==> src/rtl/bus_master_bridge.sv <==
// Register-bus master: valid/ready command in, single-cycle re/we strobe out, ack or timeout response back.
// Optional sticky bus interrupt output enabled by defining BUS_MASTER_IRQ_EN.

package bus_master_bridge_pkg;
  localparam int unsigned BUS_ADDR_WIDTH = 16;
  localparam int unsigned BUS_DATA_WIDTH = 32;

  // bus_in layout, MSB first: clk, reset_l, addr, wr_data, re, we
  localparam int unsigned BUS_IN_WE        = 0;
  localparam int unsigned BUS_IN_RE        = 1;
  localparam int unsigned BUS_IN_WDATA_LSB = 2;
  localparam int unsigned BUS_IN_ADDR_LSB  = BUS_IN_WDATA_LSB + BUS_DATA_WIDTH;
  localparam int unsigned BUS_IN_RESET_L   = BUS_IN_ADDR_LSB + BUS_ADDR_WIDTH;
  localparam int unsigned BUS_IN_CLK       = BUS_IN_RESET_L + 1;
  localparam int unsigned BUS_IN_WIDTH     = BUS_IN_CLK + 1;

  // bus_out layout, MSB first: rd_data, rd_ack, wr_ack, irq
  localparam int unsigned BUS_OUT_IRQ         = 0;
  localparam int unsigned BUS_OUT_WR_ACK      = 1;
  localparam int unsigned BUS_OUT_RD_ACK      = 2;
  localparam int unsigned BUS_OUT_RDATA_LSB   = 3;
  localparam int unsigned BUS_OUT_WIDTH       = BUS_OUT_RDATA_LSB + BUS_DATA_WIDTH;
endpackage

module bus_master_bridge
  import bus_master_bridge_pkg::*;
#(
  parameter int unsigned                  TIMEOUT  = 16,
  parameter logic [BUS_DATA_WIDTH-1:0]    ERR_DATA = '0
) (
  input  logic                      bus_clk,
  input  logic                      bus_reset,
  input  logic                      cmd_valid,
  output logic                      cmd_ready,
  input  logic                      cmd_we,
  input  logic [BUS_ADDR_WIDTH-1:0] cmd_addr,
  input  logic [BUS_DATA_WIDTH-1:0] cmd_wr_data,
  output logic                      rsp_valid,
  input  logic                      rsp_ready,
  output logic [BUS_DATA_WIDTH-1:0] rsp_rd_data,
  output logic                      rsp_err,
  output logic [BUS_IN_WIDTH-1:0]   bus_in,
  input  logic [BUS_OUT_WIDTH-1:0]  bus_out
`ifdef BUS_MASTER_IRQ_EN
  ,
  output logic                      irq,
  input  logic                      irq_clr
`endif
);

  localparam int unsigned CNT_W = $clog2(TIMEOUT + 1);

  typedef enum logic [1:0] {IDLE, STROBE, WAIT, RESP} state_t;

  state_t                    state_q, state_d;
  logic [CNT_W-1:0]          cnt_q, cnt_d;
  logic [BUS_ADDR_WIDTH-1:0] addr_q, addr_d;
  logic [BUS_DATA_WIDTH-1:0] wdata_q, wdata_d;
  logic                      op_we_q, op_we_d;
  logic                      re_q, re_d, we_q, we_d;
  logic                      cmd_ready_q, cmd_ready_d;
  logic                      rsp_valid_q, rsp_valid_d;
  logic [BUS_DATA_WIDTH-1:0] rsp_rd_data_q, rsp_rd_data_d;
  logic                      rsp_err_q, rsp_err_d;

  logic                      rd_ack, wr_ack, ack_match;
  logic [BUS_DATA_WIDTH-1:0] bus_rd_data;

  assign rd_ack      = bus_out[BUS_OUT_RD_ACK];
  assign wr_ack      = bus_out[BUS_OUT_WR_ACK];
  assign bus_rd_data = bus_out[BUS_OUT_RDATA_LSB +: BUS_DATA_WIDTH];
  assign ack_match   = op_we_q ? wr_ack : rd_ack;

  // Next-state and registered-output logic
  always_comb begin
    state_d       = state_q;
    cnt_d         = cnt_q;
    addr_d        = addr_q;
    wdata_d       = wdata_q;
    op_we_d       = op_we_q;
    re_d          = 1'b0;
    we_d          = 1'b0;
    cmd_ready_d   = cmd_ready_q;
    rsp_valid_d   = rsp_valid_q;
    rsp_rd_data_d = rsp_rd_data_q;
    rsp_err_d     = rsp_err_q;
    case (state_q)
      IDLE: begin
        if (cmd_valid && cmd_ready_q) begin
          addr_d      = cmd_addr;
          wdata_d     = cmd_wr_data;
          op_we_d     = cmd_we;
          re_d        = ~cmd_we;
          we_d        = cmd_we;
          cmd_ready_d = 1'b0;
          state_d     = STROBE;
        end
      end
      STROBE: begin
        cnt_d   = '0;
        state_d = WAIT;
      end
      WAIT: begin
        // A matching ack on the expiry cycle takes priority over the timeout
        if (ack_match) begin
          rsp_rd_data_d = op_we_q ? '0 : bus_rd_data;
          rsp_err_d     = 1'b0;
          rsp_valid_d   = 1'b1;
          state_d       = RESP;
        end else if (cnt_q >= CNT_W'(TIMEOUT - 1)) begin
          rsp_rd_data_d = op_we_q ? '0 : ERR_DATA;
          rsp_err_d     = 1'b1;
          rsp_valid_d   = 1'b1;
          state_d       = RESP;
        end else if (cnt_q != CNT_W'(TIMEOUT)) begin
          cnt_d = cnt_q + CNT_W'(1);
        end
      end
      RESP: begin
        if (rsp_ready) begin
          rsp_valid_d = 1'b0;
          cmd_ready_d = 1'b1;
          state_d     = IDLE;
        end
      end
      default: state_d = IDLE;
    endcase
  end

  always_ff @(posedge bus_clk) begin
    if (bus_reset) begin
      state_q       <= IDLE;
      cnt_q         <= '0;
      addr_q        <= '0;
      wdata_q       <= '0;
      op_we_q       <= 1'b0;
      re_q          <= 1'b0;
      we_q          <= 1'b0;
      cmd_ready_q   <= 1'b1;
      rsp_valid_q   <= 1'b0;
      rsp_rd_data_q <= '0;
      rsp_err_q     <= 1'b0;
    end else begin
      state_q       <= state_d;
      cnt_q         <= cnt_d;
      addr_q        <= addr_d;
      wdata_q       <= wdata_d;
      op_we_q       <= op_we_d;
      re_q          <= re_d;
      we_q          <= we_d;
      cmd_ready_q   <= cmd_ready_d;
      rsp_valid_q   <= rsp_valid_d;
      rsp_rd_data_q <= rsp_rd_data_d;
      rsp_err_q     <= rsp_err_d;
    end
  end

  assign cmd_ready   = cmd_ready_q;
  assign rsp_valid   = rsp_valid_q;
  assign rsp_rd_data = rsp_rd_data_q;
  assign rsp_err     = rsp_err_q;
  assign bus_in      = {bus_clk, ~bus_reset, addr_q, wdata_q, re_q, we_q};

`ifdef BUS_MASTER_IRQ_EN
  logic irq_q, irq_d;

  // Set wins over clear so a coincident interrupt is never lost
  always_comb begin
    irq_d = bus_out[BUS_OUT_IRQ] | (irq_q & ~irq_clr);
  end

  always_ff @(posedge bus_clk) begin
    if (bus_reset) irq_q <= 1'b0;
    else           irq_q <= irq_d;
  end

  assign irq = irq_q;
`else
  logic unused_irq;
  assign unused_irq = bus_out[BUS_OUT_IRQ];
`endif

endmodule

==> config.mk <==
export PLATFORM = sky130hd
export DESIGN_NAME = bus_master_bridge
export DESIGN_NICKNAME = d
export VERILOG_FILES = /design/src/rtl/bus_master_bridge.sv
export SDC_FILE = /design/constraint.sdc
export NUM_CORES = 1
export LEC_CHECK = 0
export ABC_AREA = 1
export CORE_MARGIN = 8
export CORE_UTILIZATION = 37
export CTS_CLUSTER_DIAMETER = 150
export DETAILED_ROUTE_END_ITERATION = 12
export GPL_ROUTABILITY_DRIVEN = 0
export PLACE_DENSITY = 0.73
export SYNTH_ARGS = -nofsm -noshare
export SYNTH_HDL_FRONTEND = slang
export SYNTH_SLANG_ARGS = --single-unit
==> constraint.sdc <==
create_clock -name bus_clk -period 1.6 [get_ports bus_clk]
set_input_delay 0.32 -clock bus_clk [delete_from_list [all_inputs] [get_ports bus_clk]]
set_output_delay 0.32 -clock bus_clk [all_outputs]
set_load 0.01 [all_outputs]
==> metrics.md <==
| Metric | Value |
|---|---|
| Slew Viols, Final | `0` |
| Share of cells above drive strength 1 | `12.5%` |
| Number of synthesized flops with an enable pin | `0` |
| Place WS | `-106 ps` |
| Static leakage | `0.00276 uW` |
| GRT Overall Usage | `16.7%` |
| Final setup margin | `-29.8 ps` |
| Most common flop cell mapped by yosys | `dfxtp_1` |
| Failing checks | `negative setup slack` |
| Critical setup path kind | `reg -> reg` |
| Synth Area in Adders | `2.65%` |
| Die height | `117 microns` |
| Max Clock Skew | `11.5 ps` |
| Via-per-instance ratio | `4.58` |
| Fillers | `933` |
| Crit path max fanout | `13` |
| Xor/xnor cell area share of the yosys netlist | `0%` |
| DRC | `0` |
| Min cycle time layout | `1630 ps` |
| Layout Cell Area excl Fill | `5990 sq um` |
| Post-CTS setup repair buffer count | `0` |
| Maximum number of pins on one net before global-route repair | `51` |
| Chip width | `117 microns` |
| Synth warn | `0` |
| Antenna cells | `0` |
| Final setup fails | `18` |
| Hpwl dp | `8.28 mm` |
| Post-layout nets | `797` |
| Crit path arrival time | `1980 ps` |
| Initial antenna violation count | `1` |
| Port bufs | `173` |
| Post-Syn Area per Cell | `7.18 sq um` |
| Fmax | `0.614 GHz` |
| PD cells | `1390 nW/um^2` |
| Sequential Area | `1870 sq um` |
| DR pass1 iterations | `4` |
| Clk_lat worst skew | `460 ps` |
| Syn Inst Count | `526` |
| Synthesis-to-layout area growth | `58.7%` |
| Register clock-pin slew on the reported worst setup and hold paths | `90 ps` |
| First-pass GRT wire length | `17.7 mm` |
| Tot Pwr | `8310 uW` |
| Critical path endpoint category | `register` |
| Iteration-0 DRC Markers | `212` |
| Hold/Removal Path Class | `in -> reg` |
| RSZ-0062 raised after global routing | `yes` |
| Die area | `13,700 sq um` |
| Core Region | `10,100 sq um` |
| Synth Area in Compound Gates | `8.65%` |
| Row count | `37` |
| CP Launch Type | `register` |
| Routed len/inst | `13.5 microns` |
| Final ANT Viol Nets | `0` |
| Synth Area in Simple Gates | `32.1%` |
| Post-synthesis cell type count | `24` |
| Initial core utilization | `37.2%` |
| Status | `finished with violations` |
| Ys async rst share | `0%` |
| Post-CTS Hold Buffers | `0` |
| Max cap viols | `0` |
| CTS tree | `yes` |
| FF+latch count, synth | `93` |
| Fin crit share | `102%` |
| Footprint of the multi-input gates | `1710 sq um` |
| Post-synthesis sequential area ratio | `49.3%` |
| WP data required | `1950 ps` |
| DR vias | `3,851` |
| Gr ovfl total | `0` |
| Post-DP Area | `5730 sq um` |
| Synth Net Count | `622` |
| Hold Violations, Final | `0` |
| I/O pin cnt | `175` |
| Synthesized area | `3780 sq um` |
| VDD IR max | `0.695 mV` |
| Mux cell area share after synthesis | `0%` |
| Final core area utilization | `59.1%` |
| Slew headroom | `65.0%` |
| Combinational family with the most area after synthesis | `simple AND/OR/NAND/NOR gates` |
| Vias in the first global route | `3,785` |
| Final WL | `11.4 mm` |
| Worst slew pin tran | `525 ps` |
cells in the mapped netlist (2+ instances only):
cell / number / area share (%)
inv_1: 19 / 1.9
dfxtp_1: 93 / 49
nand2_2: 13 / 2.2
nor2_1: 76 / 7.6
buf_4: 3 / 0.60
clkbuf_1: 18 / 1.8
inv_2: 3 / 0.30
o21ai_0: 3 / 0.40
nand2_1: 201 / 20
nand3_1: 10 / 1.3
buf_6: 4 / 1.2
a21oi_1: 56 / 7.4
buf_2: 8 / 1.1
ha_1: 8 / 2.7
or2_2: 2 / 0.33
final cells by class:
class / count / area share, %
Clock buffer: 14 / 3.05
Tap cell: 136 / 2.84
Clock inverter: 5 / 1.42
Timing Repair Buffer: 194 / 31.4
Multi-Input combinational cell: 376 / 28.5
Inverter: 23 / 1.65
Sequential cell: 93 / 31.2
flip-flops by register name (all words and copies together), names as in the netlist:
signal / cells
rsp_valid: 1
rsp_rd_data: 32
cnt_q: 5
we_q: 1
wdata_q: 32
addr_q: 16
cmd_ready: 1
re_q: 1
rsp_err: 1
state_q: 2
op_we_q: 1
stage by stage:
step / hold slack (ps) / setup TNS (ps) / std cells
floorplan: 392 / -262 / 526
global placement: 434 / -3440 / 821
detailed placement: 434 / -4650 / 821
CTS: 257 / -923 / 840
global route: 279 / -3150 / 841
finish: 273 / -187 / 841
timing repair:
item | 4_1_cts | 5_1_grt
resized for setup | 92 | 19
setup endpoints to repair | 120 | 56
pin swaps | 1 | 0
gates cloned | 1 | 1
critical path, stage by stage (launching register included):
cell and delay (ps):
dfxtp_4 360, ha_4 150, inv_2 60, nor3_2 40, ha_2 160, inv_2 50, nand2_2 50, nor2_4 90
nand2_2 60, nand2_4 90, clkinv_8 90, clkbuf_16 180, nor2_2 90, nor2_1 50
worst paths after layout:
| kind | start | endpoint | slack (ps) | depth (start not counted) |
|---|---|---|---|---|
| setup / recovery | cnt_q[0]$_SDFFE_PP0P_ | rsp_rd_data[28]$_SDFFE_PP0P_ | -30 | 13 |
| setup reg to reg | cnt_q[0]$_SDFFE_PP0P_ | rsp_rd_data[28]$_SDFFE_PP0P_ | -30 | 13 |
| hold reg to reg | rsp_valid$_SDFFE_PP0P_ | rsp_valid$_SDFFE_PP0P_ | 440 | 2 |
| hold / removal | bus_reset | rsp_rd_data[19]$_SDFFE_PP0P_ | 270 | 4 |
layer usage:
layer	track usage [%]	up-vias	part of all wire [%]	wire length (microns)
met5	0	-	0.11	13
met4	9.13	2	2.0	227
met3	9.24	17	14	1630
met2	25.2	161	42	4840
met1	18.3	1711	41	4680
li1	-	1960	-	-
cells in the final DEF, fill, tap and decap left out, drive strengths merged:
| master | Yosys | routed |
|---|---|---|
| nand3 | 10 | 10 |
| o211ai | 1 | 1 |
| o31ai | 1 | 1 |
| clkinv | 1 | 3 |
| nor3 | 1 | 1 |
| clkdlybuf4s50 | 0 | 86 |
| nand2 | 215 | 215 |
| a31o | 1 | 1 |
| bufinv | 0 | 2 |
| ha | 8 | 8 |
| inv | 22 | 22 |
| a21oi | 56 | 56 |
| nor2 | 77 | 77 |
| o21a | 1 | 1 |
| dfxtp | 93 | 93 |
| buf | 16 | 22 |
| o21ai | 3 | 3 |
| or2 | 2 | 2 |
| clkbuf | 18 | 15 |
| clkinvlp | 0 | 1 |
| dlygate4sd2 | 0 | 85 |
cells by family after synthesis:
logic type / after synthesis
compound gates: 63
fa+ha+maj: 8
buf+inv: 57
flops: 93
simple gates: 305
where the power goes:
part	leakage [uW]	internal, uW	switching [uW]
combinational	0.00187	1500	1710
sequential	0.000761	2850	278
clock	0.000132	1100	884
(Power assumes the default switching activity.)
